==> config.mk <==
export PLATFORM = sky130hd
export DESIGN_NAME = pixel_plot_sink
export DESIGN_NICKNAME = d
export VERILOG_FILES = /design/src/rtl/pixel_plot_sink.sv
export SDC_FILE = /design/constraint.sdc
export NUM_CORES = 1
export LEC_CHECK = 0
export CORE_ASPECT_RATIO = 1.2
export CORE_UTILIZATION = 53
export CTS_CLUSTER_SIZE = 40
export DETAILED_ROUTE_END_ITERATION = 6
export GPL_ROUTABILITY_DRIVEN = 0
export PLACE_DENSITY = 0.72
export SYNTH_ARGS = -nofsm -noshare
export SYNTH_HDL_FRONTEND = slang
export SYNTH_SLANG_ARGS = --single-unit
==> constraint.sdc <==
create_clock -name clk -period 2.49 [get_ports clk]
set_clock_uncertainty 0.1 [all_clocks]
set_input_delay 0.747 -clock clk [delete_from_list [all_inputs] [get_ports clk]]
set_output_delay 0.747 -clock clk [all_outputs]
set_load 0.01 [all_outputs]
==> src/rtl/pixel_plot_sink.sv <==
// Plot request sink: range-checks and queues {addr, colour} plot requests, drains them to a
// valid/ready framebuffer write port, and runs a full-screen background clear sweep on request.
module pixel_plot_sink #(
    parameter int          DEPTH     = 4,
    parameter int          WIDTH     = 160,
    parameter int          HEIGHT    = 120,
    parameter logic [2:0]  BG_COLOUR = 3'b000
) (
    input  logic        clk,
    input  logic        resetn,
    input  logic        plot,
    input  logic [7:0]  in_x,
    input  logic [6:0]  in_y,
    input  logic [2:0]  in_colour,
    input  logic        clear_req,
    input  logic        fb_ready,
    output logic        fb_we,
    output logic [14:0] fb_addr,
    output logic [2:0]  fb_data,
    output logic        busy,
    output logic [2:0]  fill_level,
    output logic        overflow,
    output logic        range_err
);

    localparam int          PW        = (DEPTH > 1) ? $clog2(DEPTH) : 1;
    localparam logic [14:0] LAST_ADDR = 15'(WIDTH * HEIGHT - 1);
    localparam logic [7:0]  X_LIM     = 8'(WIDTH);
    localparam logic [6:0]  Y_LIM     = 7'(HEIGHT);
    localparam logic [2:0]  FULL      = 3'(DEPTH);

    typedef enum logic {S_IDLE, S_CLEAR} state_t;

    state_t          state_q, state_d;
    logic            pend_q, pend_d;
    logic [14:0]     sweep_q, sweep_d;
    logic [PW-1:0]   wr_ptr_q, wr_ptr_d;
    logic [PW-1:0]   rd_ptr_q, rd_ptr_d;
    logic [2:0]      count_q, count_d;
    logic            we_q, we_d;
    logic [14:0]     addr_q, addr_d;
    logic [2:0]      data_q, data_d;
    logic            ovf_q, ovf_d;
    logic            rerr_q, rerr_d;
    logic [17:0]     mem_q [DEPTH];

    logic            in_range;
    logic [14:0]     req_addr;
    logic            pop;
    logic            push;
    logic            out_free;
    logic            busy_w;
    logic [2:0]      remaining;
    logic [17:0]     head_next;

    assign in_range  = (in_x < X_LIM) && (in_y < Y_LIM);
    assign req_addr  = 15'(in_y) * 15'(WIDTH) + 15'(in_x);
    // The head entry stays queued while it is on the write port; it leaves on completion.
    assign pop       = (state_q == S_IDLE) && we_q && fb_ready;
    assign push      = plot && in_range && ((count_q != FULL) || pop);
    assign out_free  = !we_q || fb_ready;
    assign busy_w    = pend_q || (state_q == S_CLEAR);
    assign remaining = count_q - {2'b00, pop};
    assign head_next = pop ? mem_q[rd_ptr_q + PW'(1)] : mem_q[rd_ptr_q];

    always_comb begin
        state_d  = state_q;
        pend_d   = pend_q;
        sweep_d  = sweep_q;
        wr_ptr_d = wr_ptr_q;
        rd_ptr_d = rd_ptr_q;
        we_d     = we_q;
        addr_d   = addr_q;
        data_d   = data_q;
        ovf_d    = ovf_q;
        rerr_d   = rerr_q;
        count_d  = count_q + {2'b00, push} - {2'b00, pop};

        if (push) wr_ptr_d = wr_ptr_q + PW'(1);
        if (pop)  rd_ptr_d = rd_ptr_q + PW'(1);
        if (plot && !in_range) rerr_d = 1'b1;
        if (plot && in_range && (count_q == FULL) && !pop) ovf_d = 1'b1;
        if (clear_req && !busy_w) pend_d = 1'b1;

        case (state_q)
            S_IDLE: begin
                if (out_free) begin
                    if (pend_q) begin
                        state_d = S_CLEAR;
                        sweep_d = '0;
                        we_d    = 1'b1;
                        addr_d  = '0;
                        data_d  = BG_COLOUR;
                    end else if (remaining != 3'd0) begin
                        we_d             = 1'b1;
                        {addr_d, data_d} = head_next;
                    end else if (push) begin
                        // Empty queue: present the incoming request directly for one-cycle latency.
                        we_d   = 1'b1;
                        addr_d = req_addr;
                        data_d = in_colour;
                    end else begin
                        we_d = 1'b0;
                    end
                end
            end
            S_CLEAR: begin
                if (fb_ready) begin
                    if (sweep_q == LAST_ADDR) begin
                        state_d = S_IDLE;
                        pend_d  = 1'b0;
                        we_d    = 1'b0;
                    end else begin
                        sweep_d = sweep_q + 15'd1;
                        addr_d  = sweep_q + 15'd1;
                    end
                end
            end
            default: state_d = S_IDLE;
        endcase
    end

    always_ff @(posedge clk or negedge resetn) begin
        if (!resetn) begin
            state_q  <= S_IDLE;
            pend_q   <= 1'b0;
            sweep_q  <= '0;
            wr_ptr_q <= '0;
            rd_ptr_q <= '0;
            count_q  <= '0;
            we_q     <= 1'b0;
            addr_q   <= '0;
            data_q   <= '0;
            ovf_q    <= 1'b0;
            rerr_q   <= 1'b0;
        end else begin
            state_q  <= state_d;
            pend_q   <= pend_d;
            sweep_q  <= sweep_d;
            wr_ptr_q <= wr_ptr_d;
            rd_ptr_q <= rd_ptr_d;
            count_q  <= count_d;
            we_q     <= we_d;
            addr_q   <= addr_d;
            data_q   <= data_d;
            ovf_q    <= ovf_d;
            rerr_q   <= rerr_d;
        end
    end

    always_ff @(posedge clk) begin
        if (push) mem_q[wr_ptr_q] <= {req_addr, in_colour};
    end

    assign fb_we      = we_q;
    assign fb_addr    = addr_q;
    assign fb_data    = data_q;
    assign busy       = busy_w;
    assign fill_level = count_q;
    assign overflow   = ovf_q;
    assign range_err  = rerr_q;

endmodule
==> results of run 1 <==
[timing repair]
item	CTS	global route
pin swaps	25	17
setup endpoints to repair	45	31
gates resized for setup	55	29
cloned	0	2
setup buffers	7	4
[flip-flops by register name, indices dropped and copies added (netlist names), 2 cells and up]
register / flops
sweep_q: 15
mem_q: 72
wr_ptr_q: 2
fill_level: 3
rd_ptr_q: 2
fb_data: 3
fb_addr: 15
[cell usage in the layout, fill, tap and decap left out, types with 6 or more instances in the layout]
master	count
a21oi_1	13
mux2i_1	16
a31oi_1	9
xor2_1	8
a22oi_1	6
ha_1	9
o31ai_1	12
and2_1	6
nor2_1	42
inv_1	14
dfrtp_1	45
or3_1	6
a211oi_1	6
nand3_1	21
clkinv_4	6
o21ai_0	19
clkbuf_16	18
xnor2_1	12
ha_4	11
o211ai_1	10
nand2_1	44
o221ai_1	8
buf_6	6
buf_12	10
nor3_1	18
o21ai_1	24
edfxtp_1	72
buf_4	84
clkdlybuf4s50_1	33
[cell type report]
type	instances	area share
Sequential cell	117	0.381
Multi-Input combinational cell	404	0.366
Timing Repair Buffer	147	0.156
Clock buffer	19	0.0538
Tap cell	157	0.0228
Clock inverter	13	0.0112
Inverter	19	0.00914
[layer usage]
layer	part of all wire	GRT usage	vias to the layer above
met5	0	0	-
met4	0.033	0.123	0
met2	0.50	0.474	238
li1	-	-	2423
met1	0.40	0.387	2601
met3	0.070	0.0591	58
[kinds of logic after synthesis]
logic type,Yosys count
buffers and inverters,55
xor gates and xnor gates,27
AOI/OAI and AO/OA,151
adders and majority gates,24
and+or+nand+nor,176
muxes,25
DFF,117
[how the worst max path moves through the flow]
stage / slack (ns) / startpoint / end
floorplan: -0.50 / in_y[1] / fb_addr[13]$_DFFE_PN0P_
finish: -0.20 / in_y[1] / fb_addr[13]$_DFFE_PN0P_
global route: -0.32 / in_y[1] / fb_addr[13]$_DFFE_PN0P_
CTS: -0.15 / in_y[3] / fb_addr[13]$_DFFE_PN0P_
global placement: -1.04 / in_y[3] / mem_q[0][16]$_DFFE_PP_
detailed placement: -1.18 / in_y[3] / fb_addr[12]$_DFFE_PN0P_
[per-stage QoR]
step                      hold WS [ns]  cell area (um2)
after floorplan                  0.351             6530
after global placement           0.351             7720
after detailed placement         0.349             7720
after CTS                        0.341             8490
after global routing             0.361             8630
final                            0.325             8630
[power breakdown]
group          internal, mW  switching, mW  total [mW]  leakage, nW
clock network          1.36          0.903        2.27        0.279
logic                  1.54           1.74        3.28         1.90
registers              2.47          0.260        2.73         1.22
==> summary.txt, run 1 <==
Outcome
  – Status: complete, but fails checks
  – Failing checks: setup timing

Synth
  – Syn Nets: 622
  – Fraction of registers with async set or reset after synthesis: 0.385
  – Adder-cell share of the synthesized area: 0.0510
  – Ys Warns: 0
  – Yosys reg bits: 117
  – Largest area contributor in the netlist: edfxtp_1
  – Synth top area share: 0.342
  – Mapped Cells: 575
  – Synth cell types: a little under 70
  – Commonest cells in the netlist: edfxtp_1 (72), nand2_1 (48), nor2_1 (46)
  – Mux cell area share after synthesis: 0.0466
  – Largest family of logic cells by synthesized area: compound AO/OA/AOI/OAI gates
  – EDFF count, synth: 72
  – Synth area leaders: edfxtp_1 (34%), dfrtp_1 (18%), ha_1 (4.2%)
  – Post-Synth XOR/XNOR Area: 0.0395
  – Most frequent cell after synthesis: edfxtp_1
  – Post-Synth Simple-Gate Area: 0.140
  – Synth Cell Area: 6330 um2
  – Post-synthesis compound-gate area fraction: 0.162
  – Sequential area share after synthesis: 0.519
  – Most used flip-flop cell after synthesis: edfxtp_1
  – Syn_area_per_cell: about 11 um2

Timing
  – Fin Setup TNS: -2.15 ns
  – Final Critical Period: 2.69 ns
  – Final worst slack: -0.201 ns
  – Tcrit/Tclk final: 1.08
  – Final Max Tran Viols: 0
  – Setup Viol. Count Final: 15
  – Max_slew headroom: 0.583
  – Fin. Hold Viols: 0
  – Highest clock rate: 0.372 GHz
  – RSZ-0062 raised after global routing: yes
  – Slew @ Worst Pin: 0.625 ns

Critical path
  – Stages on the worst setup path: 11
  – CP Launch Type: input pin
  – CP max stage delay: 0.31 ns
  – Worst setup EP type: register
  – Crit Reg-Reg Startpoint: state_q$_DFF_PN0_
  – R2R Path End: fb_addr[9]$_DFFE_PN0P_
  – Crit-path leading delay family: adder cells
  – Critical path, cell by cell: buf_4 -> ha_4 -> ha_4 -> fa_2 -> a211oi_2 -> buf_4 -> o21ba_2 -> nor4_2 -> xnor3_1 -> o2111ai_1 -> nand3_1
  – Critical path class: in2reg
  – Crit Path Max Fanout: 2
  – R2R depth: 9
  – Worst Path Arrival: 2.88 ns
  – Worst EP required: roughly 2.7 ns
  – CP bufs+invs: 2
  – CP max-delay cell: nor4_2
  – R2r setup slk: 0.07 ns

Clock tree
  – Post-CTS Hold Buffers: 0
  – CTS root buffer: clkbuf_16
  – CTS tree: done
  – CTS buffer count: 17
  – H-tree levels: 4
  – Clock sink count: 117
  – Max Root-Sink Buffers: 2
  – Clk slew on worst S/H paths: 0.06 ns
  – Clock Latency Late Sink: 0.41 ns

Cells and area
  – P&R area growth vs syn: 36.3%
  – Final #Nets: 753
  – Final Core Density: 0.742
  – Sequential standard cell area: 3290 um2
  – Finished Layout Cells: approximately 880
  – Fill cells: 759
  – Share of layout cells above drive strength 1: 0.295
  – Multi-input gate area: ~3200 um2
  – Antenna diodes: 0

Place
  – DP Wirelength: 11.7 mm
  – Port Buffer Count: 47
  – Place WS: -1.18 ns
  – Placed cell count: roughly 830

Drt
  – Final WL: 17.5 mm
  – ANT nets after route: 0
  – Drt via density: 6.07
  – Starting DRT DRC Count: 477
  – DR pass1 iterations: 6
  – DRC Markers: 0
  – DR WL/cell: 20.0 um
  – Via count: 5320

Pwr
  – Pwr Total: 8.27 mW
  – Static Leak: 3.40 nW
  – Power per Cell Area: 959 nW/um2
  – Peak VDD IR: 0.627 mV

Floorplan
  – Die H: 122 um
  – Die area: 12400 um2
  – Initial core utilization: 0.545
  – Io pins: 48
  – # rows: between 40 and 50
  – Core Area: 11600 um2
  – Die W: 102 um

Global route
  – Initial antenna violation count: 0
  – First-pass GRT wire length: roughly 27 mm
  – Largest net degree at the start of global routing: 50
  – Total global-route track usage: 0.294
  – GR Overflow Total: 0
  – Vias in the first global route: 5289

Hold path
  – Hold Crit Class: in2async

Flow run
  – Total of max-cap violations: 0
Note: power is estimated with default switching activity, not from simulation.
==> run 2: changes to the inputs <==
--- a/config.mk
+++ b/config.mk
@@ -10,6 +10,7 @@
 export CTS_CLUSTER_SIZE = 40
 export DETAILED_ROUTE_END_ITERATION = 6
 export GPL_ROUTABILITY_DRIVEN = 0
+export HOLD_SLACK_MARGIN = 0.02
 export PLACE_DENSITY = 0.72
 export SYNTH_ARGS = -nofsm -noshare
 export SYNTH_HDL_FRONTEND = slang
==> results of run 2 <==
Same layout as run 1: the final DEF is identical, and so are final timing and power.
==> run 3: changes to the inputs <==
--- a/config.mk
+++ b/config.mk
@@ -5,13 +5,15 @@
 export SDC_FILE = /design/constraint.sdc
 export NUM_CORES = 1
 export LEC_CHECK = 0
-export CORE_ASPECT_RATIO = 1.2
+export CORE_ASPECT_RATIO = 1.75
 export CORE_UTILIZATION = 53
+export CTS_CLUSTER_DIAMETER = 100
 export CTS_CLUSTER_SIZE = 40
 export DETAILED_ROUTE_END_ITERATION = 6
 export GPL_ROUTABILITY_DRIVEN = 0
 export HOLD_SLACK_MARGIN = 0.02
 export PLACE_DENSITY = 0.72
+export REMOVE_ABC_BUFFERS = 1
 export SYNTH_ARGS = -nofsm -noshare
 export SYNTH_HDL_FRONTEND = slang
 export SYNTH_SLANG_ARGS = --single-unit
==> run 3 against run 2 <==
The flow finishes with violations (DRC, setup timing). Sequential share of layout area fell by 1.3 points. First-iteration DRC count rose by 42%. Cell count fell by 1.0%. Register-to-register slack got worse by 0.23 ns. Utilization rose by 2.9 points. Sequential cell count did not move. Via count rose by 9.1%. Fmax fell by 4.7%. Global-route usage rose by 3.0 points. Cell area rose by 3.5%. Critical path type unchanged. Largest cell class unchanged.
==> summary.txt, run 3 (synthesis results as in run 1) <==
Place
  – Place WS: -1.28 ns (-0.108 ns)
  – Area after DPL: 7550 um2 (-2.2%)
  – DP Wirelength: 11.7 mm (+0.38%)
  – Port Buffer Count: 47 (unchanged)

Clock tree
  – Clock Latency Late Sink: 0.41 ns (about the same)
  – Clk slew on worst S/H paths: 0.05 ns (about the same)
  – CTS root buffer: clkbuf_16
  – Clock sink count: 117 (unchanged)
  – Post-CTS Hold Buffers: 0 (unchanged)
  – CTS tree: done
  – H-tree levels: 4 (unchanged)
  – Max Root-Sink Buffers: 2 (unchanged)
  – CTS buffer count: 17 (unchanged)

Timing
  – Slew @ Worst Pin: 0.574 ns (-0.0505 ns)
  – Fin. Hold Viols: 0 (unchanged)
  – Fin Setup TNS: -4.72 ns (-2.57 ns)
  – RSZ-0062 raised after global routing: yes
  – Final worst slack: -0.334 ns (-0.132 ns)
  – Setup Viol. Count Final: 32 (+17)
  – Max_slew headroom: 0.617 (+0.0337)
  – Final Max Tran Viols: 0 (unchanged)
  – Highest clock rate: 0.354 GHz (-4.7%)
  – Tcrit/Tclk final: 1.13 (+0.0532)
  – Final Critical Period: 2.82 ns (+0.132 ns)

Cells and area
  – Most frequent cells in the layout: buf_4 (91), edfxtp_1 (72), dfrtp_1 (43), nand2_1 (41), clkdlybuf4s50_1 (34)
  – Share of layout cells above drive strength 1: 0.333 (+0.0385)
  – Antenna diodes: 0 (unchanged)
  – Largest Register: mem_q
  – P&R area growth vs syn: 41.0%
  – Max reg flops: 72 (unchanged)
  – Fill cells: 672 (-11%)
  – Final Core Density: 0.771 (+0.0286)
  – Final #Nets: 766 (+1.7%)
  – Leading cell type in the layout, fill and taps excluded: buf_4
  – Post-route cell area: 8930 um2 (+3.5%)

Pwr
  – Static Leak: 3.52 nW (+3.8%)
  – Power per Cell Area: 999 nW/um2 (+4.2%)
  – Peak VDD IR: 0.638 mV (+1.9%)
  – Pwr Total: 8.92 mW (+7.9%)

Drt
  – DR pass1 iterations: 7 (+1)
  – Starting DRT DRC Count: 679 (+42%)
  – Drt via density: 6.69 (+10%)
  – ANT nets after route: 0 (unchanged)
  – Via count: 5802 (+9.1%)
  – DR WL/cell: 23.8 um (+19%)
  – DRC Markers: 9 (+9)
  – Final WL: 20.7 mm (+18%)

Hold path
  – Hold Crit Class: in2async

Outcome
  – Status: complete, but fails checks
  – Failing checks: DRC, setup timing

Critical path
  – Critical path class: in2reg
  – Worst setup EP type: register
  – Worst EP required: 2.70 ns (+0.02 ns)
  – Critical path, cell by cell: buf_8 -> ha_4 -> ha_4 -> fa_2 -> nand3_2 -> o21ai_2 -> nor4b_4 -> buf_4 -> o311a_1 -> o211ai_1 -> a31oi_1
  – CP max stage delay: 0.56 ns (+0.25 ns)
  – Most used cell along the critical path: ha_4
  – Crit-path leading delay family: adder cells
  – CP bufs+invs: 2 (unchanged)
  – Worst Path Arrival: 3.03 ns (+0.15 ns)
  – CP max-delay cell: fa_2
  – CP Launch Type: input pin
  – Crit Path Max Fanout: 4 (+2)

Global route
  – Total global-route track usage: 0.324 (+0.0295)
  – GR Overflow Total: 0 (unchanged)
  – Initial antenna violation count: 0 (unchanged)
  – First-pass GRT wire length: 30.4 mm (+12%)
  – Vias in the first global route: 5776 (+9.2%)
  – Largest net degree at the start of global routing: 40 (-20%)

Floorplan
  – Io pins: 48 (unchanged)
  – Die H: 147 um (+20%)
  – Die W: 84.6 um (-17%)
  – Die area: 12400 um2 (+0.13%)
  – # rows: 52 (+21%)
  – Initial core utilization: 0.547 (+0.00188)
  – Core Area: 11600 um2 (-0.34%)

Flow run
  – Total of max-cap violations: 0 (unchanged)
==> run 3: cell types whose count changed in the layout (fill, tap and decap cells not counted), sizes merged, moves of 2 or more <==
cell,before,now
clkdlybuf4s15,0,2
dlymetal6s2s,2,0
bufinv,0,4
buf,106,119
inv,22,19
==> run 3: final timing paths <==
path                       slack (ns)                      end  cells after the start             startpoint
max                             -0.33  fb_addr[14]$_DFFE_PN0P_                     11                in_y[3]
min                              0.23   sweep_q[3]$_DFFE_PN0P_                      1                 resetn
max reg2reg                     -0.16  fb_addr[14]$_DFFE_PN0P_                     11      state_q$_DFF_PN0_
min reg2reg                      0.36    range_err$_DFFE_PN0P_                      1  range_err$_DFFE_PN0P_
max in group asynchronous        1.48        fb_we$_DFFE_PN0P_                      2                 resetn
min in group clk                 0.36    range_err$_DFFE_PN0P_                      1  range_err$_DFFE_PN0P_
==> run 3: power by group <==
| group | switching, mW | total, mW | internal, mW |
|---|---|---|---|
| Clock | 0.828 | 2.48 | 1.65 |
| Combinational | 1.96 | 3.68 | 1.72 |
| Sequential | 0.292 | 2.76 | 2.47 |
| Total | 3.08 | 8.92 | 5.84 |
==> run 3: cell type report <==
class	count	area, um2	area share
flip-flops and latches	117	3290	0.369
multi-input cells	403	3280	0.367
repair buffers	161	1520	0.170
clock buffers	19	433	0.0485
well taps	135	169	0.0189
clock inverters	13	163	0.0182
inverters	19	78.8	0.00883
==> run 3: what timing repair did <==
item,in CTS,in global routing
buffers inserted,13,12
pin swaps,30,28
setup endpoints to repair,46,42
gates resized for setup,98,59
gates cloned,3,1
==> run 3: metrics by stage <==
| step | hold WS, ns | std cells |
|---|---|---|
| floorplan | 0.351 | 539 |
| global placement | 0.343 | 812 |
| detailed placement | 0.360 | 812 |
| CTS | 0.243 | 856 |
| global route | 0.277 | 867 |
| finish | 0.228 | 867 |
==> run 3: worst register-to-register path: stages (launching register included) <==
cell and delay, ns:
dfrtp_2 0.45, nand3b_4 0.20, buf_12 0.12, inv_8 0.03, ha_4 0.15, xor2_2 0.15
or3b_4 0.47, o31a_4 0.35, buf_12 0.15, buf_12 0.15, nor2_1 0.11, a31oi_1 0.08
==> run 3: routing by layer <==
metal / global-route usage / vias up / wire length (um)
met4: 0.188 / 0 / 1220
met5: 0 / - / 0
met2: 0.572 / 416 / 10900
met1: 0.351 / 2815 / 7070
li1: - / 2448 / -
met3: 0.0729 / 123 / 1530
